[src/rtl/interrupt_ctrl.sv]
// Interrupt controller: synchronised irq lines, edge/level pending capture,
// mask/disable gating, fixed-priority vectoring and a small cp0-style register file.
module interrupt_ctrl #(
    parameter int unsigned         CHANNELS   = 3,
    parameter logic [31:0]         VEC_BASE   = 32'h0000_0400,
    parameter logic [31:0]         VEC_STRIDE = 32'h0000_0200,
    parameter logic [CHANNELS-1:0] EDGE_RST   = '1
) (
    input  logic                clk,
    input  logic                rst_n,
    input  logic [CHANNELS-1:0] irq_in,
    input  logic                take_ok,
    input  logic [31:0]         pc_next,
    input  logic                eret,
    input  logic                cp0_we,
    input  logic [4:0]          cp0_addr,
    input  logic [31:0]         cp0_wdata,
    output logic [31:0]         cp0_rdata,
    output logic                irq_take,
    output logic [31:0]         irq_vector,
    output logic [31:0]         epc
);

    localparam int unsigned IDW = 4;

    localparam logic [4:0] ADDR_EPC     = 5'h0E;
    localparam logic [4:0] ADDR_DISABLE = 5'h16;
    localparam logic [4:0] ADDR_MASK    = 5'h17;
    localparam logic [4:0] ADDR_PENDING = 5'h18;
    localparam logic [4:0] ADDR_MODE    = 5'h19;
    localparam logic [4:0] ADDR_CAUSE   = 5'h1A;

    logic [CHANNELS-1:0] sync1_q, sync1_d;
    logic [CHANNELS-1:0] sync2_q, sync2_d;
    logic [CHANNELS-1:0] sync3_q, sync3_d;
    logic [CHANNELS-1:0] edge_q, edge_d;
    logic [CHANNELS-1:0] pending_q, pending_d;
    logic [CHANNELS-1:0] mask_q, mask_d;
    logic [CHANNELS-1:0] mode_q, mode_d;
    logic                dis_q, dis_d;
    logic [31:0]         epc_q, epc_d;
    logic                cause_valid_q, cause_valid_d;
    logic [IDW-1:0]      cause_id_q, cause_id_d;

    logic [CHANNELS-1:0] elig_c;
    logic [IDW-1:0]      win_id_c;
    logic                take_c;
    logic                wr_epc_c, wr_dis_c, wr_mask_c, wr_pend_c, wr_mode_c;

    // Highest eligible index wins; the ascending loop leaves the top match.
    always_comb begin
        elig_c   = pending_q & mask_q;
        win_id_c = '0;
        for (int i = 0; i < int'(CHANNELS); i++) begin
            if (elig_c[i]) begin
                win_id_c = IDW'(i);
            end
        end
        take_c = (|elig_c) & ~dis_q & ~eret & take_ok;
    end

    assign irq_take   = take_c;
    assign irq_vector = take_c ? (VEC_BASE + 32'(win_id_c) * VEC_STRIDE) : 32'h0;
    assign epc        = epc_q;

    assign wr_epc_c  = cp0_we && (cp0_addr == ADDR_EPC);
    assign wr_dis_c  = cp0_we && (cp0_addr == ADDR_DISABLE);
    assign wr_mask_c = cp0_we && (cp0_addr == ADDR_MASK);
    assign wr_pend_c = cp0_we && (cp0_addr == ADDR_PENDING);
    assign wr_mode_c = cp0_we && (cp0_addr == ADDR_MODE);

    // Next-state logic; a take outranks software writes, eret outranks disable writes.
    always_comb begin
        sync1_d       = irq_in;
        sync2_d       = sync1_q;
        sync3_d       = sync2_q;
        edge_d        = sync2_q & ~sync3_q;
        pending_d     = pending_q;
        mask_d        = mask_q;
        mode_d        = mode_q;
        dis_d         = dis_q;
        epc_d         = epc_q;
        cause_valid_d = cause_valid_q;
        cause_id_d    = cause_id_q;

        for (int i = 0; i < int'(CHANNELS); i++) begin
            if (mode_q[i]) begin
                if (wr_pend_c && cp0_wdata[i]) begin
                    pending_d[i] = 1'b0;
                end
                if (take_c && (win_id_c == IDW'(i))) begin
                    pending_d[i] = 1'b0;
                end
                if (edge_q[i]) begin
                    pending_d[i] = 1'b1;
                end
            end else begin
                pending_d[i] = sync3_q[i];
            end
        end

        if (wr_mask_c) begin
            mask_d = cp0_wdata[CHANNELS-1:0];
        end
        if (wr_mode_c) begin
            mode_d = cp0_wdata[CHANNELS-1:0];
        end

        if (take_c) begin
            dis_d         = 1'b1;
            epc_d         = pc_next;
            cause_valid_d = 1'b1;
            cause_id_d    = win_id_c;
        end else begin
            if (wr_epc_c) begin
                epc_d = cp0_wdata;
            end
            if (eret) begin
                dis_d         = 1'b0;
                cause_valid_d = 1'b0;
            end else if (wr_dis_c) begin
                dis_d = cp0_wdata[0];
            end
        end
    end

    always_ff @(posedge clk or negedge rst_n) begin
        if (!rst_n) begin
            sync1_q       <= '0;
            sync2_q       <= '0;
            sync3_q       <= '0;
            edge_q        <= '0;
            pending_q     <= '0;
            mask_q        <= '0;
            mode_q        <= EDGE_RST;
            dis_q         <= 1'b1;
            epc_q         <= '0;
            cause_valid_q <= 1'b0;
            cause_id_q    <= '0;
        end else begin
            sync1_q       <= sync1_d;
            sync2_q       <= sync2_d;
            sync3_q       <= sync3_d;
            edge_q        <= edge_d;
            pending_q     <= pending_d;
            mask_q        <= mask_d;
            mode_q        <= mode_d;
            dis_q         <= dis_d;
            epc_q         <= epc_d;
            cause_valid_q <= cause_valid_d;
            cause_id_q    <= cause_id_d;
        end
    end

    // Register read mux; narrow fields zero-extend, unmapped addresses read zero.
    always_comb begin
        cp0_rdata = 32'h0;
        case (cp0_addr)
            ADDR_EPC:     cp0_rdata = epc_q;
            ADDR_DISABLE: cp0_rdata = 32'(dis_q);
            ADDR_MASK:    cp0_rdata = 32'(mask_q);
            ADDR_PENDING: cp0_rdata = 32'(pending_q);
            ADDR_MODE:    cp0_rdata = 32'(mode_q);
            ADDR_CAUSE:   cp0_rdata = {cause_valid_q, 27'h0, cause_id_q};
            default:      cp0_rdata = 32'h0;
        endcase
    end

endmodule

[config.mk]
export PLATFORM = sky130hd
export DESIGN_NAME = interrupt_ctrl
export DESIGN_NICKNAME = d
export VERILOG_FILES = /design/src/rtl/interrupt_ctrl.sv
export SDC_FILE = /design/constraint.sdc
export NUM_CORES = 1
export LEC_CHECK = 0
export CORE_MARGIN = 2
export CORE_UTILIZATION = 42
export DETAILED_ROUTE_END_ITERATION = 7
export GPL_TIMING_DRIVEN = 0
export PLACE_DENSITY = 0.84
export REMOVE_ABC_BUFFERS = 1
export SYNTH_ARGS = -nofsm -noshare
export SYNTH_HDL_FRONTEND = slang
export SYNTH_SLANG_ARGS = --single-unit
[constraint.sdc]
create_clock -name clk -period 4.35 [get_ports clk]
set_clock_uncertainty 0.15 [all_clocks]
set_input_delay 1.0875 -clock clk [delete_from_list [all_inputs] [get_ports clk]]
set_output_delay 1.0875 -clock clk [all_outputs]
set_load 0.01 [all_outputs]
==> results of run 1 <==
==> report_power, final <==
group	leakage (nW)	internal, mW	switching (mW)
logic	1.21	0.498	0.337
clock network	0.0818	0.202	0.213
registers	0.647	0.718	0.150
==> worst min-delay path by stage <==
stage,startpoint,to,slack (ps),cells after the start
after floorplan,sync1_q[0],sync2_q[0],180,0
after global placement,sync1_q[2],sync2_q[2],180,0
after detailed placement,sync1_q[1],sync2_q[1],190,0
after CTS,sync1_q[0],sync2_q[0],200,0
after global routing,sync1_q[1],sync2_q[1],210,0
final,sync1_q[0],sync2_q[0],200,0
==> sequential cells by signal, indices dropped and copies added (netlist names) <==
signal and flops:
cause_valid_q 1, sync2_q 3, sync3_q 3, pending_q 3, mask_q 3, mode_q 3, sync1_q 3, dis_q 1
epc 32, cause_id_q 2, edge_q 3
==> layout by cell type (no fill, tap or decap), types with 2 or more instances in the layout <==
cell,count
nor2_1,36
mux2i_1,34
inv_1,4
nand2_1,11
a21o_1,2
buf_4,2
nor2b_1,4
o21ai_0,2
clkbuf_8,9
buf_8,2
mux2_2,8
and2_1,30
nand2b_4,2
a21oi_2,19
nand4_1,2
dfrtp_1,53
conb_1,29
clkdlybuf4s50_1,142
clkinv_2,4
a32oi_1,3
a21oi_1,16
nor3b_4,2
nand3_1,8
dfstp_2,4
clkinvlp_4,2
==> layer usage <==
layer	share of wire	routed length, µm	vias to the layer above	track usage
li1	-	-	1261	-
met1	0.41	3551	1288	0.2525
met2	0.51	4420	131	0.3765
met3	0.065	563	15	0.05477
met4	0.022	190	0	0.09722
met5	0	0	-	0
==> kinds of logic after synthesis <==
logic type | synth area share
mux | 0.1355
simple gates | 0.1761
flops | 0.4507
buf+inv | 0.1281
other cells | 0.001181
compound gates | 0.1084
==> area by class of cell <==
type	instances	area (µm²)
repair buffers	150	1515
fillers	615	2551
well taps	99	123.9
clock buffers	10	127.6
inverters	4	15.01
multi-input cells	224	1493
clock inverters	6	35.03
flip-flops and latches	57	1431
==> metrics by stage <==
stage / cell area, µm² / std cells / power, mW
floorplan: 2889 / 284 / 1.209
global placement: 4454 / 527 / 1.672
detailed placement: 4526 / 531 / 1.700
CTS: 4717 / 549 / 2.138
global route: 4741 / 550 / 2.250
finish: 4741 / 550 / 2.118
==> critical path, cell delays in order <==
cell	delay, ps
clkdlybuf4s50_1	560
nand2_2	140
nor3_4	250
buf_4	220
a22oi_1	100
nand2_1	80
clkdlybuf4s50_1	530
==> repair_timing <==
action / 4_1_cts / 5_1_grt
endpoints found under the setup margin: 32 / 25
resized for setup: 2 / 4
pin swaps: 1 / 1
cloned: 1 / 0
setup buffers: 1 / 1
==> flow_summary.json, run 1 <==
{
  "root_buffer": "clkbuf_8",
  "cp-start-kind": "input port",
  "drive_above_1_share": 0.1375,
  "synth_top_area_share": 0.4177,
  "dr.first_iter.drc_count": 116,
  "regToRegSetupSlack_ps": 1710,
  "yosysUniqueCellTypes": 37,
  "yosysMostFrequentCell": "dfrtp_1",
  "antenna_found_initial": 0,
  "io_buffers": 144,
  "vias_per_cell": 4.900,
  "tns_ps": 0,
  "die_w_um": 90.95,
  "synth_area_leader_cell": "dfrtp_1",
  "die-area_um2": 8272,
  "pre_cts_slack_ps": -441.7,
  "clkTransAtPathRegs_ps": 70,
  "start_util": 0.4355,
  "vias": 2695,
  "num_rows": 31,
  "globalplace.congestion": 0.8599,
  "timing.hold.ws_ps": 201.5,
  "area_growth_pct": 49.29,
  "utilization": 0.6501,
  "grt_overflow_total": 0,
  "pwr_density_cell_nw_per_um2": 446.8,
  "cp_max_fo": 8,
  "min_period_ps": 4215,
  "clk_latency_ps": 320,
  "n_antenna_cell": 0,
  "rsz0062_at_grt": "no",
  "worstPathArrival_ps": 2980,
  "cts_buffer_depth": 2,
  "drc": 0,
  "finalHoldViolCount": 0,
  "hpwl_um": 6126,
  "cts_buffers": 9,
  "yosys-top-cells-count": "dfrtp_1, nor2_1, mux2i_1",
  "cap_violations": 0,
  "ctsHoldBuffers": 0,
  "slew_viol_final": 0,
  "grt_first_pass_wirelength_um": 14330,
  "fmax_mhz": 237.3,
  "ant_nets": 0,
  "p_leak_nw": 1.937,
  "grt_max_degree": 38,
  "hold_path_class": "flop to flop",
  "startpoint": "cp0_addr[3]",
  "wl_um": 8725,
  "wl_per_cell_um": 15.86,
  "crit_type": "input port to primary output",
  "tightest_slew_ps": 1023,
  "synth_area_leaders": "dfrtp_1, mux2i_1, buf_4",
  "synth_edf_count": 0,
  "status": "finished, final reports clean",
  "synth_seq_area_share": 0.4507,
  "fp.dieH_um": 90.95,
  "clkSinkCount": 57,
  "finalCritPeriodShare": 0.9689,
  "r2r_start": "mask_q[2]",
  "required_ps": 3110,
  "crit_path_end": "cp0_rdata[2]",
  "htree_num_levels": 3,
  "nNetsFinal": 523,
  "syn_avg_cell_area_um2": 10.55,
  "synth_warnings": 0,
  "cts_tree": "done",
  "rr_worst_depth": 3,
  "firstDrtPassIters": 4,
  "grt_pass1_vias": 2945,
  "worst_slack_ps": 135.4,
  "syn_inst": 301,
  "setup_viol": 0,
  "synthFlopType": "dfrtp_1",
  "irDropWorstVdd_mv": 0.2567,
  "synthArstFlopShare": 1.000,
  "reg2reg_to": "epc[5]",
  "end_kind": "primary output",
  "ys_ff_latch": 57,
  "grtUsageTotal": 0.2171,
  "slew-limit-headroom": 0.3182,
  "netlist_area_um2": 3176,
  "num_io_pins": 174,
  "core-area_um2": 7292
}
(Power assumes the default switching activity.)
==> inputs of run 2 (changes only) <==
--- a/config.mk
+++ b/config.mk
@@ -5,7 +5,6 @@
 export SDC_FILE = /design/constraint.sdc
 export NUM_CORES = 1
 export LEC_CHECK = 0
-export CORE_MARGIN = 2
 export CORE_UTILIZATION = 42
 export DETAILED_ROUTE_END_ITERATION = 7
 export GPL_TIMING_DRIVEN = 0
==> constraint.sdc (replaced) <==
create_clock -name clk -period 5.4 [get_ports clk]
set_clock_uncertainty 0.15 [all_clocks]
set_input_delay 1.35 -clock clk [delete_from_list [all_inputs] [get_ports clk]]
set_output_delay 1.35 -clock clk [all_outputs]
set_load 0.01 [all_outputs]
==> flow_summary.json, run 2 (synthesis results as in run 1) <==
{
  "status": "finished, final reports clean",
  "setup_viol": 0,
  "root_buffer": "clkbuf_8",
  "min_period_ps": 5221,
  "hold_path_class": "flop to flop",
  "utilization": 0.6484,
  "nNetsFinal": 520,
  "clkSinkCount": 57,
  "htree_num_levels": 3,
  "p_leak_nw": 1.925,
  "fp.dieH_um": 88.95,
  "cp_max_fo": 23,
  "rsz0062_at_grt": "no",
  "irDropWorstVdd_mv": 0.1962,
  "pre_cts_slack_ps": 184.8,
  "finalCritPeriodShare": 0.9669,
  "firstDrtPassIters": 5,
  "io_buffers": 144,
  "holdPathStages": 0,
  "core-area_um2": 7292,
  "drive_above_1_share": 0.1250,
  "whs_endpoint": "sync2_q[1]",
  "globalplace.congestion": 0.8672,
  "wl_um": 7871,
  "grt_max_degree": 69,
  "cp-start-kind": "input port",
  "die-area_um2": 7912,
  "antenna_found_initial": 0,
  "pwr_density_cell_nw_per_um2": 371.4,
  "vias_per_cell": 4.746,
  "cap_violations": 0,
  "num_rows": 31,
  "grt_first_pass_wirelength_um": 11740,
  "grt_pass1_vias": 2462,
  "vias": 2596,
  "ctsHoldBuffers": 0,
  "fmax_mhz": 191.5,
  "layout_common_cells": "clkdlybuf4s50_1, dfrtp_1, nor2_1",
  "required_ps": 3900,
  "crit_type": "input port to primary output",
  "rr_worst_depth": 4,
  "reg2reg_to": "epc[16]",
  "tightest_slew_ps": 805.0,
  "tns_ps": 0,
  "n_antenna_cell": 0,
  "num_io_pins": 174,
  "slew_viol_final": 0,
  "largest_reg_flops": 32,
  "cts-resized-gates": 0,
  "die_w_um": 88.95,
  "worstPathArrival_ps": 3720,
  "clk_latency_ps": 320,
  "r2r_start": "mask_q[2]",
  "worst_slack_ps": 178.9,
  "worstHoldStart": "sync1_q[1]",
  "cts_buffer_depth": 2,
  "start_util": 0.4355,
  "cts_buffers": 9,
  "wl_per_cell_um": 14.39,
  "regToRegSetupSlack_ps": 3100,
  "clkTransAtPathRegs_ps": 60,
  "grtUsageTotal": 0.1988,
  "finalHoldViolCount": 0,
  "drc": 0,
  "end_kind": "primary output",
  "p_total_mw": 1.756,
  "grt_overflow_total": 0,
  "cts_setup_buffers": 0,
  "hpwl_um": 5916,
  "area_growth_pct": 48.90,
  "ant_nets": 0,
  "cts_tree": "done",
  "dr.first_iter.drc_count": 106,
  "slew-limit-headroom": 0.4633,
  "layout_commonest_cell": "clkdlybuf4s50_1"
}
==> run 2: changes by cell type in the layout (fill, tap and decap cells not counted), sizes merged <==
cell           before  now
clkbuf             10   13
buf                 7    5
clkinv              4    2
clkinvlp            2    0
bufinv              0    1
clkdlybuf4s50     142  143
dlymetal6s2s        1    0
nand2b              3    2
==> run 2: layout make-up <==
| class | count | area (µm²) |
|---|---|---|
| Timing Repair Buffer | 148 | 1498 |
| Clock buffer | 13 | 158.9 |
| Inverter | 4 | 15.01 |
| Sequential cell | 57 | 1431 |
| Clock inverter | 3 | 40.04 |
| Fill cell | 598 | 2564 |
| Multi-Input combinational cell | 223 | 1461 |
| Tap cell | 99 | 123.9 |
==> run 2: worst max-delay path by stage <==
stage | from | end | slack [ps] | cells past startpoint
2_1_floorplan | take_ok | irq_take | 680 | 3
5_1_grt | cp0_addr[2] | cp0_rdata[17] | 80 | 6
6_report | cp0_addr[4] | cp0_rdata[17] | 180 | 6
3_5_place_dp | cp0_addr[2] | cp0_rdata[17] | 180 | 6
4_1_cts | cp0_addr[0] | cp0_rdata[17] | 170 | 5
3_3_place_gp | cp0_addr[0] | cp0_rdata[2] | -1240 | 5
==> run 2: stage by stage <==
step	hold WS (ps)	area (µm²)	cells
after floorplan	181.2	2889	284
after global placement	182.4	4454	527
after detailed placement	184.7	4529	531
after CTS	199.0	4728	547
after global routing	205.2	4728	547
final	197.9	4728	547
==> run 2: critical path: stages <==
cell,delay [ps]
clkdlybuf4s50_1,490
nand2b_1,260
nor3_2,630
buf_6,270
and2_1,160
clkdlybuf4s50_1,540
==> run 2: power breakdown <==
part	total [mW]	switching [mW]	internal, mW
clock network	0.397	0.160	0.237
logic	0.659	0.262	0.398
registers	0.700	0.121	0.579
==> run 2: per-layer routing <==
metal / global-route usage / part of all wire / vias up
met2: 0.3497 / 0.51 / 124
met3: 0.04617 / 0.076 / 12
met5: 0 / 0 / -
li1: - / - / 1248
met4: 0.08514 / 0.017 / 0
met1: 0.2338 / 0.40 / 1212
==> inputs of run 3 (changes only) <==
--- a/config.mk
+++ b/config.mk
@@ -8,7 +8,7 @@
 export CORE_UTILIZATION = 42
 export DETAILED_ROUTE_END_ITERATION = 7
 export GPL_TIMING_DRIVEN = 0
-export PLACE_DENSITY = 0.84
+export PLACE_DENSITY = 0.86
 export REMOVE_ABC_BUFFERS = 1
 export SYNTH_ARGS = -nofsm -noshare
 export SYNTH_HDL_FRONTEND = slang
==> flow_summary.json, run 3 (synthesis results as in run 1) <==
{
  "status": "finished, final reports clean",
  "drive_above_1_share": 0.1295,
  "num_io_pins": 174,
  "finalHoldViolCount": 0,
  "crit_type": "input port to primary output",
  "vias_per_cell": 4.885,
  "htree_num_levels": 3,
  "die_w_um": 88.95,
  "utilization": 0.6469,
  "worst_slack_ps": 336.7,
  "whs_endpoint": "sync2_q[0]",
  "slew_viol_final": 0,
  "largest_reg_flops": 32,
  "rsz0062_at_grt": "no",
  "drc": 0,
  "end_kind": "primary output",
  "fp.dieH_um": 88.95,
  "n_antenna_cell": 0,
  "min_period_ps": 5063,
  "num_rows": 31,
  "layout_commonest_cell": "clkdlybuf4s50_1",
  "fill_cells": 598,
  "tns_ps": 0,
  "reg2reg_to": "epc[15]",
  "grt_max_degree": 69,
  "worstHoldStart": "sync1_q[0]",
  "pre_cts_slack_ps": 133.9,
  "die-area_um2": 7912,
  "io_buffers": 144,
  "ctsHoldBuffers": 0,
  "cap_violations": 0,
  "pwr_density_cell_nw_per_um2": 363.7,
  "grt_first_pass_wirelength_um": 12000,
  "clkTransAtPathRegs_ps": 80,
  "cts_buffers": 9,
  "tightest_slew_ps": 837.4,
  "clk_latency_ps": 320,
  "globalplace.congestion": 0.8379,
  "cts_tree": "done",
  "hold_path_class": "flop to flop",
  "p_leak_nw": 1.907,
  "root_buffer": "clkbuf_8",
  "cp_max_fo": 68,
  "cp-start-kind": "input port",
  "r2r_start": "mask_q[2]",
  "dr.first_iter.drc_count": 176,
  "fmax_mhz": 197.5,
  "multi_input_area_um2": 1468,
  "wl_um": 7972,
  "layout_common_cells": "clkdlybuf4s50_1, dfrtp_1, nor2_1",
  "rr_worst_depth": 4,
  "required_ps": 3900,
  "ff_latch_area_um2": 1431,
  "start_util": 0.4355,
  "finalCritPeriodShare": 0.9377,
  "clkSinkCount": 57,
  "cts_setup_buffers": 0,
  "timing.hold.ws_ps": 206.2,
  "grt_overflow_total": 0,
  "p_total_mw": 1.716,
  "area_growth_pct": 48.54,
  "irDropWorstVdd_mv": 0.1823,
  "core-area_um2": 7292,
  "firstDrtPassIters": 4,
  "grtUsageTotal": 0.2013,
  "grt_pass1_vias": 2587,
  "setup_viol": 0,
  "slew-limit-headroom": 0.4417,
  "antenna_found_initial": 0,
  "cts_buffer_depth": 2,
  "regToRegSetupSlack_ps": 3050,
  "nNetsFinal": 520,
  "holdPathStages": 0,
  "wl_per_cell_um": 14.57,
  "vias": 2672,
  "worstPathArrival_ps": 3560,
  "ant_nets": 0,
  "hpwl_um": 5983
}
==> run 3: changes by cell type in the layout (fill, tap and decap cells not counted), sizes merged <==
cell and change:
bufinv -1, clkbuf -3, clkinvlp +4
==> run 3: how the worst max path moves through the flow <==
stage / startpoint / to / slack [ps] / cells after the start
after floorplan: take_ok / irq_take / 680 / 3
after global placement: cp0_addr[0] / cp0_rdata[2] / -1230 / 5
after detailed placement: cp0_addr[0] / cp0_rdata[0] / 130 / 6
after CTS: cp0_addr[4] / cp0_rdata[0] / 140 / 7
after global routing: cp0_addr[2] / cp0_rdata[0] / 190 / 7
final: eret / irq_take / 340 / 5
==> run 3: worst max-delay path, cell delays in order <==
cell and delay [ps]:
clkdlybuf4s50_1 480, nor3b_2 440, nand2b_4 540, inv_1 170
clkdlybuf4s50_1 550
==> run 3: final cells by class <==
| cell class | count | area share |
|---|---|---|
| clock buffer | 10 | 0.02918 |
| tap | 99 | 0.02626 |
| clock inverter | 6 | 0.009284 |
| multi-input combinational | 223 | 0.3111 |
| timing repair buffer | 148 | 0.3175 |
| sequential | 57 | 0.3034 |
| inverter | 4 | 0.003183 |
==> run 3: metrics by stage <==
stage	instance area, µm²	cells
final	4717	547
after detailed placement	4529	531
after global placement	4454	527
after floorplan	2889	284
after CTS	4711	547
after global routing	4717	547
==> run 3: per-layer routing <==
metal / track usage / vias to the layer above / routed length [µm]
met2: 0.3413 / 138 / 3981
li1: - / 1256 / -
met4: 0.09957 / 0 / 204
met3: 0.03786 / 16 / 512
met1: 0.2478 / 1262 / 3274
met5: 0 / - / 0
==> run 3: what timing repair did <==
action	4_1_cts	5_1_grt
hold endpoints to repair	0	0
setup endpoints to repair	0	19
resized for setup	0	1
==> run 3: power by group <==
part	leakage [nW]	switching (mW)	internal, mW
Combinational	1.18	0.264	0.398
Sequential	0.647	0.121	0.578
Clock	0.0805	0.175	0.178
